==> config.mk <==
export PLATFORM = sky130hd
export DESIGN_NAME = char_buffer_display
export DESIGN_NICKNAME = d
export VERILOG_FILES = /design/src/rtl/char_buffer_display.sv
export SDC_FILE = /design/constraint.sdc
export NUM_CORES = 1
export LEC_CHECK = 0
export ABC_CLOCK_PERIOD_IN_PS = 2300
export CELL_PAD_IN_SITES_DETAIL_PLACEMENT = 1
export CELL_PAD_IN_SITES_GLOBAL_PLACEMENT = 2
export CORE_ASPECT_RATIO = 1.5
export CORE_UTILIZATION = 32
export DETAILED_ROUTE_END_ITERATION = 6
export PLACE_DENSITY_LB_ADDON = 0.1
export SETUP_SLACK_MARGIN = 0.5
export SKIP_LAST_GASP = 1
export SYNTH_ARGS = -nofsm -noshare
export SYNTH_HDL_FRONTEND = slang
export SYNTH_SLANG_ARGS = --single-unit
==> constraint.sdc <==
create_clock -name clk -period 2.3 [get_ports clk]
set_input_delay 0.46 -clock clk [delete_from_list [all_inputs] [get_ports clk]]
set_output_delay 0.46 -clock clk [all_outputs]
set_load 0.01 [all_outputs]
==> src/rtl/char_buffer_display.sv <==
// Four-character scrolling buffer driving a multiplexed active-low 7-segment display.
// Optional feature: define OVERFLOW_FLAG_EN to light digit 3's decimal point after a fifth accept.
module char_buffer_display #(
    parameter int unsigned BLANK_CYCLES = 4
) (
    input  logic       clk,
    input  logic       rst,
    input  logic [5:0] char_in,
    input  logic       char_valid,
    output logic       char_ready,
    input  logic       clear,
    input  logic [3:0] digit_sel,
    output logic [3:0] an,
    output logic [6:0] seg,
    output logic       dp,
    output logic [2:0] char_count
);

    localparam int unsigned CODE_W  = 6;
    localparam int unsigned CNT_W   = 8;
    localparam int unsigned SLOTS   = 4;
    localparam logic [CODE_W-1:0] CODE_BLANK = CODE_W'(36);
    localparam logic [CNT_W-1:0]  BLANK_LOAD = CNT_W'(BLANK_CYCLES - 1);
    localparam logic [6:0]        SEG_OFF    = 7'b1111111;
    localparam logic [3:0]        AN_OFF     = 4'b1111;

    typedef enum logic {
        S_IDLE,
        S_BLANK
    } state_t;

    state_t                        state, state_nx;
    logic [SLOTS-1:0][CODE_W-1:0]  slots, slots_nx;
    logic [CNT_W-1:0]              cnt, cnt_nx;
    logic [2:0]                    count_nx;
    logic [1:0]                    sel_idx;
    logic                          sel_ok;

    // Active-low {g,f,e,d,c,b,a}; codes above 36 render as a dash.
    function automatic logic [6:0] glyph(input logic [CODE_W-1:0] code);
        case (code)
            6'd0:  glyph = 7'b1000000;
            6'd1:  glyph = 7'b1111001;
            6'd2:  glyph = 7'b0100100;
            6'd3:  glyph = 7'b0110000;
            6'd4:  glyph = 7'b0011001;
            6'd5:  glyph = 7'b0010010;
            6'd6:  glyph = 7'b0000010;
            6'd7:  glyph = 7'b1111000;
            6'd8:  glyph = 7'b0000000;
            6'd9:  glyph = 7'b0010000;
            6'd10: glyph = 7'b0001000;
            6'd11: glyph = 7'b0000011;
            6'd12: glyph = 7'b1000110;
            6'd13: glyph = 7'b0100001;
            6'd14: glyph = 7'b0000110;
            6'd15: glyph = 7'b0001110;
            6'd16: glyph = 7'b1000010;
            6'd17: glyph = 7'b0001001;
            6'd18: glyph = 7'b1001111;
            6'd19: glyph = 7'b1100001;
            6'd20: glyph = 7'b0001010;
            6'd21: glyph = 7'b1000111;
            6'd22: glyph = 7'b1101010;
            6'd23: glyph = 7'b0101011;
            6'd24: glyph = 7'b0100011;
            6'd25: glyph = 7'b0001100;
            6'd26: glyph = 7'b0011000;
            6'd27: glyph = 7'b0101111;
            6'd28: glyph = 7'b0010010;
            6'd29: glyph = 7'b0000111;
            6'd30: glyph = 7'b1000001;
            6'd31: glyph = 7'b1100011;
            6'd32: glyph = 7'b1010101;
            6'd33: glyph = 7'b0001001;
            6'd34: glyph = 7'b0010001;
            6'd35: glyph = 7'b0100100;
            6'd36: glyph = SEG_OFF;
            default: glyph = 7'b0111111;
        endcase
    endfunction

    // State, buffer and blank-counter registers
    always_ff @(posedge clk or negedge rst) begin
        if (!rst) begin
            state      <= S_IDLE;
            slots      <= {SLOTS{CODE_BLANK}};
            cnt        <= '0;
            char_count <= '0;
            char_ready <= 1'b1;
        end else begin
            state      <= state_nx;
            slots      <= slots_nx;
            cnt        <= cnt_nx;
            char_count <= count_nx;
            char_ready <= (state_nx == S_IDLE);
        end
    end

    // Next-state: clear wins over accept; clear in BLANK restarts the blank interval
    always_comb begin
        state_nx = state;
        slots_nx = slots;
        cnt_nx   = cnt;
        count_nx = char_count;
        case (state)
            S_IDLE: begin
                if (clear) begin
                    slots_nx = {SLOTS{CODE_BLANK}};
                    count_nx = '0;
                    state_nx = S_BLANK;
                    cnt_nx   = BLANK_LOAD;
                end else if (char_valid) begin
                    slots_nx = {slots[SLOTS-2:0], char_in};
                    count_nx = (char_count == 3'd4) ? 3'd4 : char_count + 3'd1;
                    state_nx = S_BLANK;
                    cnt_nx   = BLANK_LOAD;
                end
            end
            S_BLANK: begin
                if (clear) begin
                    slots_nx = {SLOTS{CODE_BLANK}};
                    count_nx = '0;
                    cnt_nx   = BLANK_LOAD;
                end else if (cnt == '0) begin
                    state_nx = S_IDLE;
                end else begin
                    cnt_nx = cnt - CNT_W'(1);
                end
            end
            default: state_nx = S_IDLE;
        endcase
    end

    // One-cold digit select decode; anything else blanks the display
    always_comb begin
        sel_idx = 2'd0;
        sel_ok  = 1'b1;
        case (digit_sel)
            4'b1110: sel_idx = 2'd0;
            4'b1101: sel_idx = 2'd1;
            4'b1011: sel_idx = 2'd2;
            4'b0111: sel_idx = 2'd3;
            default: sel_ok  = 1'b0;
        endcase
    end

    // Display outputs follow next state so blanking starts the cycle after an update
    always_ff @(posedge clk or negedge rst) begin
        if (!rst) begin
            an  <= AN_OFF;
            seg <= SEG_OFF;
        end else if (state_nx == S_IDLE && sel_ok) begin
            an  <= digit_sel;
            seg <= glyph(slots[sel_idx]);
        end else begin
            an  <= AN_OFF;
            seg <= SEG_OFF;
        end
    end

`ifdef OVERFLOW_FLAG_EN
    logic ovf, ovf_nx;

    always_comb begin
        ovf_nx = ovf;
        if (clear)
            ovf_nx = 1'b0;
        else if (state == S_IDLE && char_valid && char_count == 3'd4)
            ovf_nx = 1'b1;
    end

    always_ff @(posedge clk or negedge rst) begin
        if (!rst) begin
            ovf <= 1'b0;
            dp  <= 1'b1;
        end else begin
            ovf <= ovf_nx;
            dp  <= ~(ovf && state_nx == S_IDLE && sel_ok && sel_idx == 2'd3);
        end
    end
`else
    assign dp = 1'b1;
`endif

endmodule

-- After elaboration in Yosys (flattened, before gate mapping)
Memories as Yosys holds them, arrays and structs flattened.
Index checks and enable logic that the tools add are counted.
- add/subtract/negate cells: 2
- multipliers: 0
- divide/modulo/power cells: 0
- $lt $le $gt $ge: 1
- equal/unequal tests: 8
- shift-type cells: 0
- multiplexer cells: 25
- bitwise logic cells: 2
- reductions and logical operators: 5
- operators with widths (kind ; count):
    $mux W24 ; 3
    $pmux W24 S2 ; 1
    $mux W8 ; 4
    $pmux W8 S2 ; 1
    $bmux W6 S2 ; 1
    $eq A4 B4 Y1 const B ; 3
    $mux W3 ; 4
    $logic_not A8 Y1 ; 1
    $sub A8 B1 Y8 const B ; 1
    $mux W7 ; 1
    $mux W6 ; 1
    $ne A3 B3 Y1 const B ; 2
    $pmux W2 S3 ; 1
    $pmux W3 S2 ; 1
    $mux W1 ; 5
    $eq A4 B3 Y1 const B ; 1
    $mux W4 ; 1
    $reduce_and A2 Y1 ; 2
    $reduce_or A4 Y1 ; 1
    $add A3 B1 Y3 const B ; 1
    $eq A3 B3 Y1 const B ; 1
    $lt A2 B3 Y1 const B ; 1
    $ne A2 B2 Y1 const B ; 1
    $not A1 Y1 ; 2
    other kinds (2) ; 2
- register bits: 48
- bits in latches: 0
- bits in writable memories: 0
- ROM bits: 448
- input port bits: 14
- output and inout port bits: 16
- word-level logic and storage cells: 54
- memories kept: 1
- memories (name ; depth ; width ; read ports ; clocked after Yosys merged registers in ; write ports ; RTL line ; RTL):
    (no name shown) ; 64 ; 7 ; 1 ; 0 ; 0 ; 41 ; case (code)

-- Depth between registers and ports, before layout
- depth in word-level cells: 7
- depth in mapped cells: 11
- depth with buffers taken out: 10

-- Worst setup path after synthesis
Ideal clock, no wire load.
- kind: input-to-reg
- from: input port digit_sel[2]
- to: register seg[3]
- data arrival time: 2888 ps
- data required time: 2228 ps
- slack: -660 ps
- stages: 11
- path buffers: 2
- cells stage by stage: buf_4 -> nand2_1 -> nor2_2 -> mux4_1 -> inv_1 -> ha_1 -> buf_1 -> or3_1 -> o2111ai_1 -> a21oi_1 -> o21ai_1
- cells in the longest elaborated chain, start to end: 6
- elaborated cells on any way between the ends: 12
- those cells by class: eq/ne: 4; mux: 5; reduce/logical: 2; memory: 1
- ends and longest elaborated chain (item ; RTL line ; RTL):
    from (decl) ; 12 ; input logic [3:0] digit_sel,
    $eq A4 B3 Y1 or $eq A4 B4 Y1 (tied branches) ; 139 ; case (digit_sel)
    $pmux W2 S3 ; 139 ;
    $bmux W6 S2 ; 155 ; seg <= glyph(slots[sel_idx]);
    $mux W6 (not written as such) ; 155 ;
    $mem_v2 Z64 W7 ; n/a ;
    $mux W7 * ; 153 ; end else if (state_nx == S_IDLE && sel_ok) begin
    to (signal assigned) ; 155 ;
    to (decl) ; 14 ; output logic [6:0] seg,
Every way passes the cells marked *; elsewhere a longest branch is shown, timed or not. The select of a mux whose other input is x is not followed.
A chain may end at the register's enable or synchronous reset.

-- Worst setup path in the final report
- from: input port digit_sel[1]
- to: register seg[3]
Same word-level chain as after synthesis.

==> results.sh <==
export IMPL_seq_area_frac_synth_pct=43.4
export IMPL_hold_path_class="in2async"
export IMPL_fin_cells=477
export IMPL_swShare_pct=29.0
export IMPL_worst_r2r_path_depth=6
export IMPL_rsz0062_at_grt="yes"
export IMPL_core_area_mm2=0.00852
export IMPL_clkSinkCount=48
export IMPL_worstPathRequired_ns=2.52
export IMPL_synth_largest_area_cell="dfrtp_1"
export IMPL_clockPowerShare_pct=32.3
export IMPL_use_met3_pct=3.02
export IMPL_ios=30
export IMPL_path_class="in2reg"
export IMPL_fin_nets=395
export IMPL_grt_pass1_wl_um=13300
export IMPL_synthDistinctLibCells=66
export IMPL_grt_pass1_vias=2612
export IMPL_synth_edf_count=0
export IMPL_rows=41
export IMPL_p_int_w=0.00166
export IMPL_ys_seq_elements=48
export IMPL_cap_viol_max_count=0
export IMPL_vias_per_cell=5.15
export IMPL_clockBufferDepth=2
export IMPL_h_tree_depth=2
export IMPL_worst_setup_path_end_kind="flop"
export IMPL_cts_tree="done"
export IMPL_status="finished clean"
export IMPL_clk_pin_slew_ns=0.07
export IMPL_crit_fanout=4
export IMPL_leakagePower_nw=1.74
export IMPL_switching_power_w=0.000679
export IMPL_worstSkewPairLatency_ns=0.29
export IMPL_start_util_pct=33.2
export IMPL_insertedDiodeCount=0
export IMPL_synthCells=268
export IMPL_reg2reg_slack_ns=0.24
export IMPL_drive_above_1_share_pct=48.6
export IMPL_syn_area_mm2=0.00283
export IMPL_cts_root_buf="clkbuf_16"
export IMPL_p_total_w=0.00234
export IMPL_track_usage_pct=19.5
export IMPL_fin_hold_ws_ns=0.272
export IMPL_synth_flop_cell="dfrtp_1"
export IMPL_worstMarginPinSlew_ns=0.844
export IMPL_met2_usage_pct=37.4
export IMPL_antenna_found_initial=0
export IMPL_dp_cells=441
export IMPL_hold_viol_final=0
export IMPL_synth_area_top_cells="dfrtp_1, dfstp_2, ha_1"
export IMPL_finalClockSkew_ns=0.00264
export IMPL_syn_to_final_growth_pct=49.2
export IMPL_setup_viol=0
export IMPL_placement_io_buffers=28
export IMPL_maxSlewHeadroom_pct=43.7
export IMPL_max_freq_mhz=448
export IMPL_drt_pass1_iter_count=4
export IMPL_ir_drop_mv=0.360
export IMPL_place_gp_congestion=0.838
export IMPL_yosysWarningCount=0
export IMPL_routed_wl_um=8370
export IMPL_place_hpwl_um=5920
export IMPL_die_h_um=117
export IMPL_vias=2457
export IMPL_cts_made_buffers=5
export IMPL_finalMaxSlewViolations=0
export IMPL_cts_hold_buffers_added=0
export IMPL_wl_per_cell_um=17.5
export IMPL_dieArea_mm2=0.00922
export IMPL_drt_iter0_drc=58
export IMPL_period_minus_slack_ns=2.23
export IMPL_grt_overflow_total=0
export IMPL_fin_crit_sh_pct=97.1
export IMPL_syn_num_nets=294
export IMPL_setup_tns_ns=0
export IMPL_arrival_ns=2.45
export IMPL_grt_met1_usage_pct=20.6
export IMPL_ant_nets=0
export IMPL_synth_area_per_cell_um2=10.6
export IMPL_fp_dieW_um=78.8
export IMPL_comb_power_share_pct=27.7
export IMPL_seq_power_share_pct=40.0
export IMPL_busiest_layer="met2"
export IMPL_drc_errors=0
export IMPL_p_per_area_mw_per_mm2=555
export IMPL_start_kind="input pin"
export IMPL_grt_max_degree=37
export IMPL_synthArstFlopShare_pct=100
export IMPL_synth_top_cell_area_share_pct=24.8
layout make-up:
class,instances,area [um2]
clock buffer,7,143
clock inverter,1,7.51
fill,969,4300
inverter,10,42.5
multi-input combinational,194,1720
sequential,48,1230
tap,107,134
timing repair buffer,110,941
worst max-delay path, cell delays in order:
cell and delay (ns):
buf_8 0.11, xnor2_4 0.15, nor2_4 0.16, mux4_2 0.59, buf_6 0.16, ha_4 0.16
or3_4 0.39, o2111ai_4 0.08, a21oi_2 0.07, o21ai_1 0.13
through the flow:
step,instance area (um2),setup WS (ns),utilization [%]
after floorplan,2890,-0.189,-
after detailed placement,3580,-0.844,42.0
after global placement,3580,-0.770,42.0
final,4220,0.0668,49.5
after global routing,4220,0.00300,49.5
after CTS,3980,0.0643,46.8
power groups by stage:
stage | combinational, W | clock [W] | sequential (W)
5_1_grt | 0.000705 | 0.000820 | 0.000943
3_3_place_gp | 0.000461 | 0 | 0.000948
2_1_floorplan | 0.000282 | 0 | 0.000940
6_report | 0.000648 | 0.000757 | 0.000938
4_1_cts | 0.000545 | 0.000782 | 0.000932
3_5_place_dp | 0.000464 | 0 | 0.000949
cells in the final DEF, fill, tap and decap left out, drive strengths merged, types with 7 or more instances in the layout:
| cell | netlist | routed |
|---|---|---|
| a21oi | 12 | 12 |
| a22o | 17 | 17 |
| buf | 11 | 87 |
| clkbuf | 5 | 7 |
| clkdlybuf4s50 | 0 | 10 |
| dfrtp | 28 | 28 |
| dfstp | 20 | 20 |
| dlygate4sd2 | 0 | 8 |
| ha | 12 | 12 |
| inv | 10 | 10 |
| mux2i | 7 | 7 |
| nand2 | 17 | 17 |
| nor2 | 24 | 24 |
| o21ai | 12 | 12 |
| o22a | 9 | 9 |
repair_timing:
action / CTS / global route
gates resized for setup: 60 / 38
buffers inserted: 16 / 12
setup endpoints to repair: 40 / 19
pin swaps: 15 / 21
synthesized netlist by cell type (3+ instances only):
cell type,n
a21oi_1,8
a21oi_2,4
a22o_1,17
a31oi_1,4
buf_4,3
buf_6,5
clkbuf_1,5
dfrtp_1,28
dfstp_2,20
ha_1,12
inv_1,10
mux2_2,3
mux2i_1,6
nand2_1,17
nand3_1,6
nor2_1,20
nor2b_1,6
nor3_1,3
nor3b_1,3
o21ai_0,10
o22a_1,9
or2_2,5
or3b_1,6
xnor2_1,4
xor2_1,4
final timing paths:
check | from | end
worst min register to register | slots[19]$_DFFE_PN0P_ | slots[19]$_DFFE_PN0P_
min in group clk | slots[19]$_DFFE_PN0P_ | slots[19]$_DFFE_PN0P_
worst max register to register | slots[20]$_DFFE_PN1P_ | seg[3]$_DFF_PN1_
max in group asynchronous | rst | seg[2]$_DFF_PN1_
worst max-delay path | digit_sel[1] | seg[3]$_DFF_PN1_
worst min-delay path | rst | slots[1]$_DFFE_PN0P_
kinds of logic (layout without fill, tap and decap cells):
| family | count (synthesis) | in the layout | share of synthesized area [%] |
|---|---|---|---|
| other cells | 1 | 1 | 0.133 |
| fa+ha+maj | 13 | 13 | 5.66 |
| xor+xnor | 9 | 9 | 3.05 |
| compound gates | 77 | 77 | 20.9 |
| buf+inv | 26 | 128 | 5.22 |
| simple gates | 82 | 82 | 16.2 |
| flops | 48 | 48 | 43.4 |
| mux | 12 | 12 | 5.53 |
routing by layer:
layer | vias to the layer above | part of all wire, %
li1 | 1179 | -
met2 | 34 | 57
met3 | 13 | 1.9
met5 | - | 0
met1 | 1231 | 39
met4 | 0 | 2.3
state kept, by name, summed over array words and instances, names as in the netlist:
signal	flops
slots	24
cnt	8
seg	7
an	4
char_count	3
char_ready	1
state	1
Power figures use the tool's default switching activity.
